**config.mk**
```make
export PLATFORM = sky130hd
export DESIGN_NAME = sample_framer
export DESIGN_NICKNAME = d
export VERILOG_FILES = /design/src/rtl/atlas_pkg.sv /design/src/rtl/frame_ram.sv /design/src/rtl/sample_framer.sv
export SDC_FILE = /design/constraint.sdc
export NUM_CORES = 1
export LEC_CHECK = 0
export ABC_AREA = 1
export CORE_UTILIZATION = 51
export CTS_CLUSTER_SIZE = 8
export DETAILED_ROUTE_END_ITERATION = 10
export PLACE_DENSITY = 0.67
export SYNTH_ARGS = -nofsm -noshare
export SYNTH_HDL_FRONTEND = slang
export SYNTH_HIERARCHICAL = 1
export SYNTH_SLANG_ARGS = --single-unit
export TNS_END_PERCENT = 20
```
**constraint.sdc**
```tcl
create_clock -name clk -period 4.6 [get_ports clk]
set_input_delay 0.92 -clock clk [delete_from_list [all_inputs] [get_ports clk]]
set_output_delay 0.92 -clock clk [all_outputs]
set_load 0.02 [all_outputs]
```
**src/rtl/atlas_pkg.sv**
```systemverilog
// atlas_pkg: shared sample types, frame size and hold-bank states for the audio capture path
package atlas_pkg;
    localparam int SAMPLE_W = 24;
    localparam int FRAME_N  = 32;

    typedef logic signed [SAMPLE_W-1:0] sample_t;

    typedef enum logic [1:0] {EMPTY, READY, BUSY} hold_state_t;

    // Average of left and right; one extra bit keeps the sum from overflowing
    function automatic logic signed [SAMPLE_W:0] mix_mono(input sample_t l, input sample_t r);
        logic signed [SAMPLE_W:0] sum;
        sum = {l[SAMPLE_W-1], l} + {r[SAMPLE_W-1], r};
        return sum >>> 1;
    endfunction
endpackage

```
**src/rtl/frame_ram.sv**
```systemverilog
// frame_ram: two-bank sample store, one write port and one registered read port
module frame_ram #(
    parameter int N     = 32,
    parameter int WIDTH = 16,
    localparam int AW   = $clog2(2 * N)
) (
    input  logic             clk,
    input  logic             reset,
    input  logic             we,
    input  logic [AW-1:0]    wr_addr,
    input  logic [WIDTH-1:0] wr_data,
    input  logic [AW-1:0]    rd_addr,
    output logic [WIDTH-1:0] rd_data
);
    logic [WIDTH-1:0] mem [2*N];

    // write port; address is {bank, index}
    always_ff @(posedge clk) begin
        if (we) mem[wr_addr] <= wr_data;
    end

    // registered read, cleared by reset so the output starts at zero
    always_ff @(posedge clk) begin
        rd_data <= reset ? '0 : mem[rd_addr];
    end
endmodule

```
**src/rtl/sample_framer.sv**
```systemverilog
// sample_framer: mixes i2s stereo pairs to mono and hands full frames to a consumer
module sample_framer
    import atlas_pkg::*;
#(
    parameter int N     = FRAME_N,
    parameter int WIDTH = 16,
    localparam int AW   = $clog2(N)
) (
    input  logic             clk,
    input  logic             reset,
    input  logic             lrck,
    input  sample_t          left,
    input  sample_t          right,
    output logic             frame_ready,
    input  logic             frame_start,
    input  logic             frame_done,
    input  logic [AW-1:0]    rd_addr,
    output logic [WIDTH-1:0] rd_data,
    output logic [7:0]       overruns
);
    logic                     lrck_q;
    logic [AW-1:0]            wr_addr_q, wr_addr_d;
    logic                     wr_bank_q, wr_bank_d;
    hold_state_t              state_q, state_d, state_mid;
    logic                     frame_ready_q, frame_ready_d;
    logic [7:0]               overruns_q, overruns_d;
    logic                     capture, fill, swap;
    logic signed [SAMPLE_W:0] mono;
    logic                     unused_mono;

    assign capture     = lrck_q & ~lrck;
    assign fill        = capture && (wr_addr_q == AW'(N - 1));
    assign mono        = mix_mono(left, right);
    assign unused_mono = ^mono;
    assign frame_ready = frame_ready_q;
    assign overruns    = overruns_q;

    // next state: a release is applied before a simultaneous fill is judged
    always_comb begin
        state_mid     = (state_q == BUSY && frame_done) ? EMPTY : state_q;
        swap          = fill && state_mid == EMPTY;
        state_d       = swap ? READY : (state_mid == READY && frame_start) ? BUSY : state_mid;
        wr_addr_d     = !capture ? wr_addr_q : fill ? '0 : wr_addr_q + AW'(1);
        wr_bank_d     = wr_bank_q ^ swap;
        overruns_d    = (fill && !swap && overruns_q != 8'hFF) ? overruns_q + 8'd1 : overruns_q;
        frame_ready_d = state_d == READY;
    end

    // state registers
    always_ff @(posedge clk) begin
        if (reset) begin
            lrck_q        <= 1'b0;
            wr_addr_q     <= '0;
            wr_bank_q     <= 1'b0;
            state_q       <= EMPTY;
            frame_ready_q <= 1'b0;
            overruns_q    <= '0;
        end else begin
            lrck_q        <= lrck;
            wr_addr_q     <= wr_addr_d;
            wr_bank_q     <= wr_bank_d;
            state_q       <= state_d;
            frame_ready_q <= frame_ready_d;
            overruns_q    <= overruns_d;
        end
    end

    frame_ram #(.N(N), .WIDTH(WIDTH)) u_ram (
        .clk     (clk),
        .reset   (reset),
        .we      (capture),
        .wr_addr ({wr_bank_q, wr_addr_q}),
        .wr_data (mono[SAMPLE_W-1 -: WIDTH]),
        .rd_addr ({~wr_bank_q, rd_addr}),
        .rd_data (rd_data)
    );
endmodule
```
==> results.ini, run 1 <==
[route]
num_vias = 30773
drt_iter0_markers = 3466
route.detailed.drc = 0
avgRoutedWirePerCell_um = 22.5
dr.pass1.iters = 6
viasPerCell = 5.80
drt.antenna.violating_nets = 0
drt-total-wl_um = 120000

[pwr]
finalPower_uw = 22800
ir_drop_mv = 0.357
power_per_cell_area_nw_per_um2 = 448
leakage_uw = 0.0188

[clock_tree]
cts_tree = built
numClockSinks = 1058
cts_htree_levels = 4
hold_buffers = 0
clk_latency_ps = 730
cts_resized = 0
postCtsSetupBuffers = 0
cts_buffers = 150
clockBufferDepth = 3
cts-root-buf = clkbuf_16
path_clk_slew_ps = 50

[sta]
tightest_slew_ps = 899
fin_setup_tns_ps = 0
rsz0062_at_grt = no
max_freq_mhz = 316
clock_skew_ps = 28.4
post-route-min-period_ps = 3160
hold_viol = 0
setup_viol = 0
slew_viol_final = 0
relSlewSlack_pct = 40.0
fin_crit_sh_pct = 68.7

[logic_synthesis]
syn_area_per_cell_sq_um = 11.3
synthesis.area_sq_um = 44500
synth_cell_types = 35
ys_seq_area_share_pct = 70.6
yosys_warnings = 6
syn_nets = 4038
ys_ff_latch = 1058
synthCells = 3954

[setup_path]
r2r_cells = 4
critPathKind = input port to flip-flop
cp_max_fo = 36
critPathArrivalTime_ps = 3640
crit_path_start_kind = input port
required_ps = 5080
crit_path_end_kind = flip-flop

[min_path]
whs_path_depth = 2
hp-class = flip-flop to flip-flop

[die]
io_pins = 83
die_h_um = 298
die_x_um = 298
start_util_pct = 51.4
placementRows = 108
dieArea_sq_um = 88500
coreArea_sq_um = 86600

[cells_and_area]
fin_util_pct = 58.9
nFillCells = 6944
final_cells = 5308
multi_input_area_sq_um = 11500
n_antenna_cell = 0
layout_common_cells = nand2_1 (1428), edfxtp_1 (1024), nand3_1 (892)
ff_latch_area_sq_um = 31400
final_layout_size_suffix_gt1_share_pct = 8.57
area_delta_synth_final_pct = 14.5
layout_commonest_cell = nand2_1
layout.nets = 4181

[grt]
first_global_vias = 29138
antenna_found_initial = 2
grt_max_degree = 137
overflow = 0
grt_pass1_wl_um = 180000
grt_usage_pct = 27.1

[placed_design]
portBuffers = 82
place_congestion = 0.882
dp_cells = 5100
hpwl_um = 64000

[run_status]
status = finished, final reports clean

[run]
max_cap_viol_count = 0

[synthesized netlist by cell type (all sizes together)]
cell    number  area share (%)
edfxtp    1024              69
nor4         9            0.13
o21bai       2           0.034
nor3        11            0.17
xor2        12            0.24
o21ai        7           0.079
a21oi       40            0.46
nand3      892              10
clkbuf      37            0.31
buf        191             2.9
o21a         1           0.017
nand4       17            0.24
dfxtp       34             1.5
ha          26            0.73
nor3b        2           0.045
nor2       107            0.95
a21o         1           0.017
inv         93            0.81
nand2     1446              12
xnor2        2           0.039
[routing by layer]
metal	vias to the layer above	track usage (%)	share of wire, %
li1	14033	-	-
met1	14986	37.0	40
met2	1493	43.0	47
met3	261	5.05	9.4
met4	0	10.8	3.2
met5	-	0	0
[per-stage QoR]
stage	area, sq um	hold WS, ps	setup WS (ps)
6_report	51000	493	1440
2_1_floorplan	44500	506	435
3_5_place_dp	46800	484	756
4_1_cts	51000	494	1490
5_1_grt	51000	529	1220
3_3_place_gp	46800	478	818
[state kept, by name, summed over array words and instances (netlist names)]
register / cells
u_ram/mem: 1024
u_ram/rd_data: 16
overruns: 8
wr_addr_q: 5
state_q: 2
frame_ready: 1
lrck_q: 1
wr_bank_q: 1
[final timing paths]
path | startpoint | endpoint | slack [ps]
setup / recovery | right[9] | u_ram/mem[2][9]$_DFFE_PP_ | 1440
hold / removal | overruns[7]$_SDFFE_PP0P_ | overruns[7]$_SDFFE_PP0P_ | 490
hold reg to reg | overruns[7]$_SDFFE_PP0P_ | overruns[7]$_SDFFE_PP0P_ | 490
setup reg to reg | wr_bank_q$_SDFF_PP0_ | u_ram/rd_data[5]$_SDFF_PP0_ | 2170
[where the power goes]
group / switching [uW] / leakage, uW / internal (uW) / total [uW]
Clock: 3830 / 0.00201 / 6000 / 9830
Sequential: 11.6 / 0.00950 / 11100 / 11100
Combinational: 1450 / 0.00732 / 465 / 1920
[logic make-up (layout without fill, tap and decap cells)]
family / after synthesis / in the layout / synth area share [%]
buffers and inverters: 321 / 520 / 4.02
DFF: 1058 / 1058 / 70.6
xor gates and xnor gates: 14 / 14 / 0.275
and+or+nand+nor: 2484 / 2484 / 23.8
adders and majority gates: 26 / 26 / 0.730
AOI/OAI and AO/OA: 51 / 51 / 0.604
[final cells by class]
cell class                 instances  area share, %
clock inverter                     9          0.243
tap                             1155           2.83
clock buffer                     199           7.89
timing repair buffer             219           4.05
inverter                          93          0.746
multi-input combinational       2575           22.6
sequential                      1058           61.7
[critical path, stage by stage]
cell and delay, ps:
clkdlybuf4s50_1 410, ha_1 470, nand2_1 120, nor2_1 260
nand3_1 120, nand2_1 190, nand2_1 110, nand2_1 70
nand2_1 60, nand2_2 430, buf_4 440
Power figures use the tool's default switching activity.
==> inputs of run 2 (changes only) <==
Clock period 4.6 ns to 3.2 ns, I/O delays scaled along.
==> results.ini, run 2 (synthesis gave the netlist of run 1 again) <==
[run_status]
status = finished, violations left
violations = design-rule violations

[cells_and_area]
largest_reg_flops = 1024
layout_common_cells = nand2_1 (1428), edfxtp_1 (1024), nand3_1 (892)
regMostFlops = u_ram/mem
layout.nets = 4222
layout_commonest_cell = nand2_1
area_delta_synth_final_pct = 16.7
nFillCells = 6760
final_layout_size_suffix_gt1_share_pct = 9.48
finalInstanceArea_sq_um = 52000

[placed_design]
portBuffers = 82
hpwl_um = 65500
place_congestion = 0.881
dpl_cell_area_sq_um = 47600

[pwr]
leakage_uw = 0.0193
p_int_uw = 25400
p_sw_share_pct = 23.8
ir_drop_mv = 0.592
share_comb_of_total_power_pct = 8.8
switching_power_uw = 7930
clkPwrFrac_pct = 43.5
power_per_cell_area_nw_per_um2 = 642
p_seq_share_pct = 47.7

[sta]
fin_crit_sh_pct = 80.0
holdWs_ps = 498
setup_viol = 0
max_freq_mhz = 391
fin_setup_tns_ps = 0
rsz0062_at_grt = no
clock_skew_ps = 44.8
hold_viol = 0
tightest_slew_ps = 823
relSlewSlack_pct = 45.0
slew_viol_final = 0
post-route-min-period_ps = 2560

[clock_tree]
clockBufferDepth = 3
postCtsSetupBuffers = 0
hold_buffers = 0
cts_buffers = 150
clk_latency_ps = 750
cts_resized = 0
numClockSinks = 1058
path_clk_slew_ps = 50
cts_htree_levels = 4
cts_tree = built
cts-root-buf = clkbuf_16

[route]
drt-total-wl_um = 117000
drt.antenna.violating_nets = 0
viasPerCell = 5.68
drt_iter0_markers = 2844
num_vias = 30485
dr.pass1.iters = 11
avgRoutedWirePerCell_um = 21.8
route.detailed.drc = 2

[grt]
grt_pass1_wl_um = 178000
grt_max_degree = 116
first_global_vias = 29557
grt_usage_pct = 26.6
overflow = 0
antenna_found_initial = 2

[min_path]
hp-class = flip-flop to flip-flop

[die]
die_h_um = 298
die_x_um = 298
dieArea_sq_um = 88500
placementRows = 108
start_util_pct = 51.4
coreArea_sq_um = 86600
io_pins = 83

[setup_path]
cp_max_fo = 36
critPathArrivalTime_ps = 3110
required_ps = 3750
crit_path_end_kind = flip-flop
slowest_delay_ps = 660
crit_slowest_cell = xor2_4
crit_path_start_kind = input port
path_cells = clkdlybuf4s50_1 > ha_1 > nand2_2 > inv_1 > nand2_1 > nand2_1 > nand2_1 > nand2_1 > inv_1 > nand2_1 > xor2_4 > buf_12
cp_common_cell = nand2_1
critPathKind = input port to flip-flop

[run]
max_cap_viol_count = 0

==> run 2: stage by stage <==
step | std cells | setup slack (ps) | power (uW) | utilization, %
6_report | 5363 | 640 | 33400 | 60.0
4_1_cts | 5362 | 670 | 33600 | 60.0
3_3_place_gp | 5141 | -88.8 | 19100 | 55.0
2_1_floorplan | 3954 | -543 | 17800 | -
3_5_place_dp | 5141 | -82.0 | 19100 | 55.0
5_1_grt | 5362 | 495 | 34400 | 60.0
==> run 2: path summary, 6_finish.rpt <==
| kind | start | to | slack, ps | cells after the start |
|---|---|---|---|---|
| setup reg to reg | wr_addr_q[2]$_SDFFE_PP0P_ | u_ram/mem[9][12]$_DFFE_PP_ | 840 | 4 |
| hold / removal | overruns[7]$_SDFFE_PP0P_ | overruns[7]$_SDFFE_PP0P_ | 500 | 2 |
| hold reg to reg | overruns[7]$_SDFFE_PP0P_ | overruns[7]$_SDFFE_PP0P_ | 500 | 2 |
| setup / recovery | left[10] | u_ram/mem[10][6]$_DFFE_PP_ | 640 | 12 |
==> run 2: layer usage <==
metal	vias up	part of all wire, %	track usage [%]
li1	14106	-	-
met1	14695	40	35.8
met2	1417	48	43.1
met3	267	8.5	4.74
met4	0	3.3	10.5
met5	-	0	0
==> run 2: layout make-up <==
type                    count  area, sq um  share of cell area, %
clock inverters            16          340                  0.655
well taps                1155         1450                   2.78
flip-flops and latches   1058        31400                   60.5
repair buffers            260         2860                   5.50
diodes                      1         2.50                0.00482
multi-input cells        2575        11500                   22.2
clock buffers             205         3980                   7.66
inverters                  93          380                  0.732
==> run 2: worst max-delay path, delay by kind of cell <==
family	cells	cell delay, ps
buf+inv	4	790
fa+ha+maj	1	440
xor+xnor	1	660
simple gates	6	530
==> run 2: power by group through the flow <==
stage / logic [uW] / registers, uW / clock network, uW
floorplan: 1550 / 16200 / 0
global placement: 2900 / 16200 / 0
detailed placement: 2940 / 16200 / 0
CTS: 2950 / 15900 / 14700
global route: 3200 / 15900 / 15300
finish: 2940 / 15900 / 14500
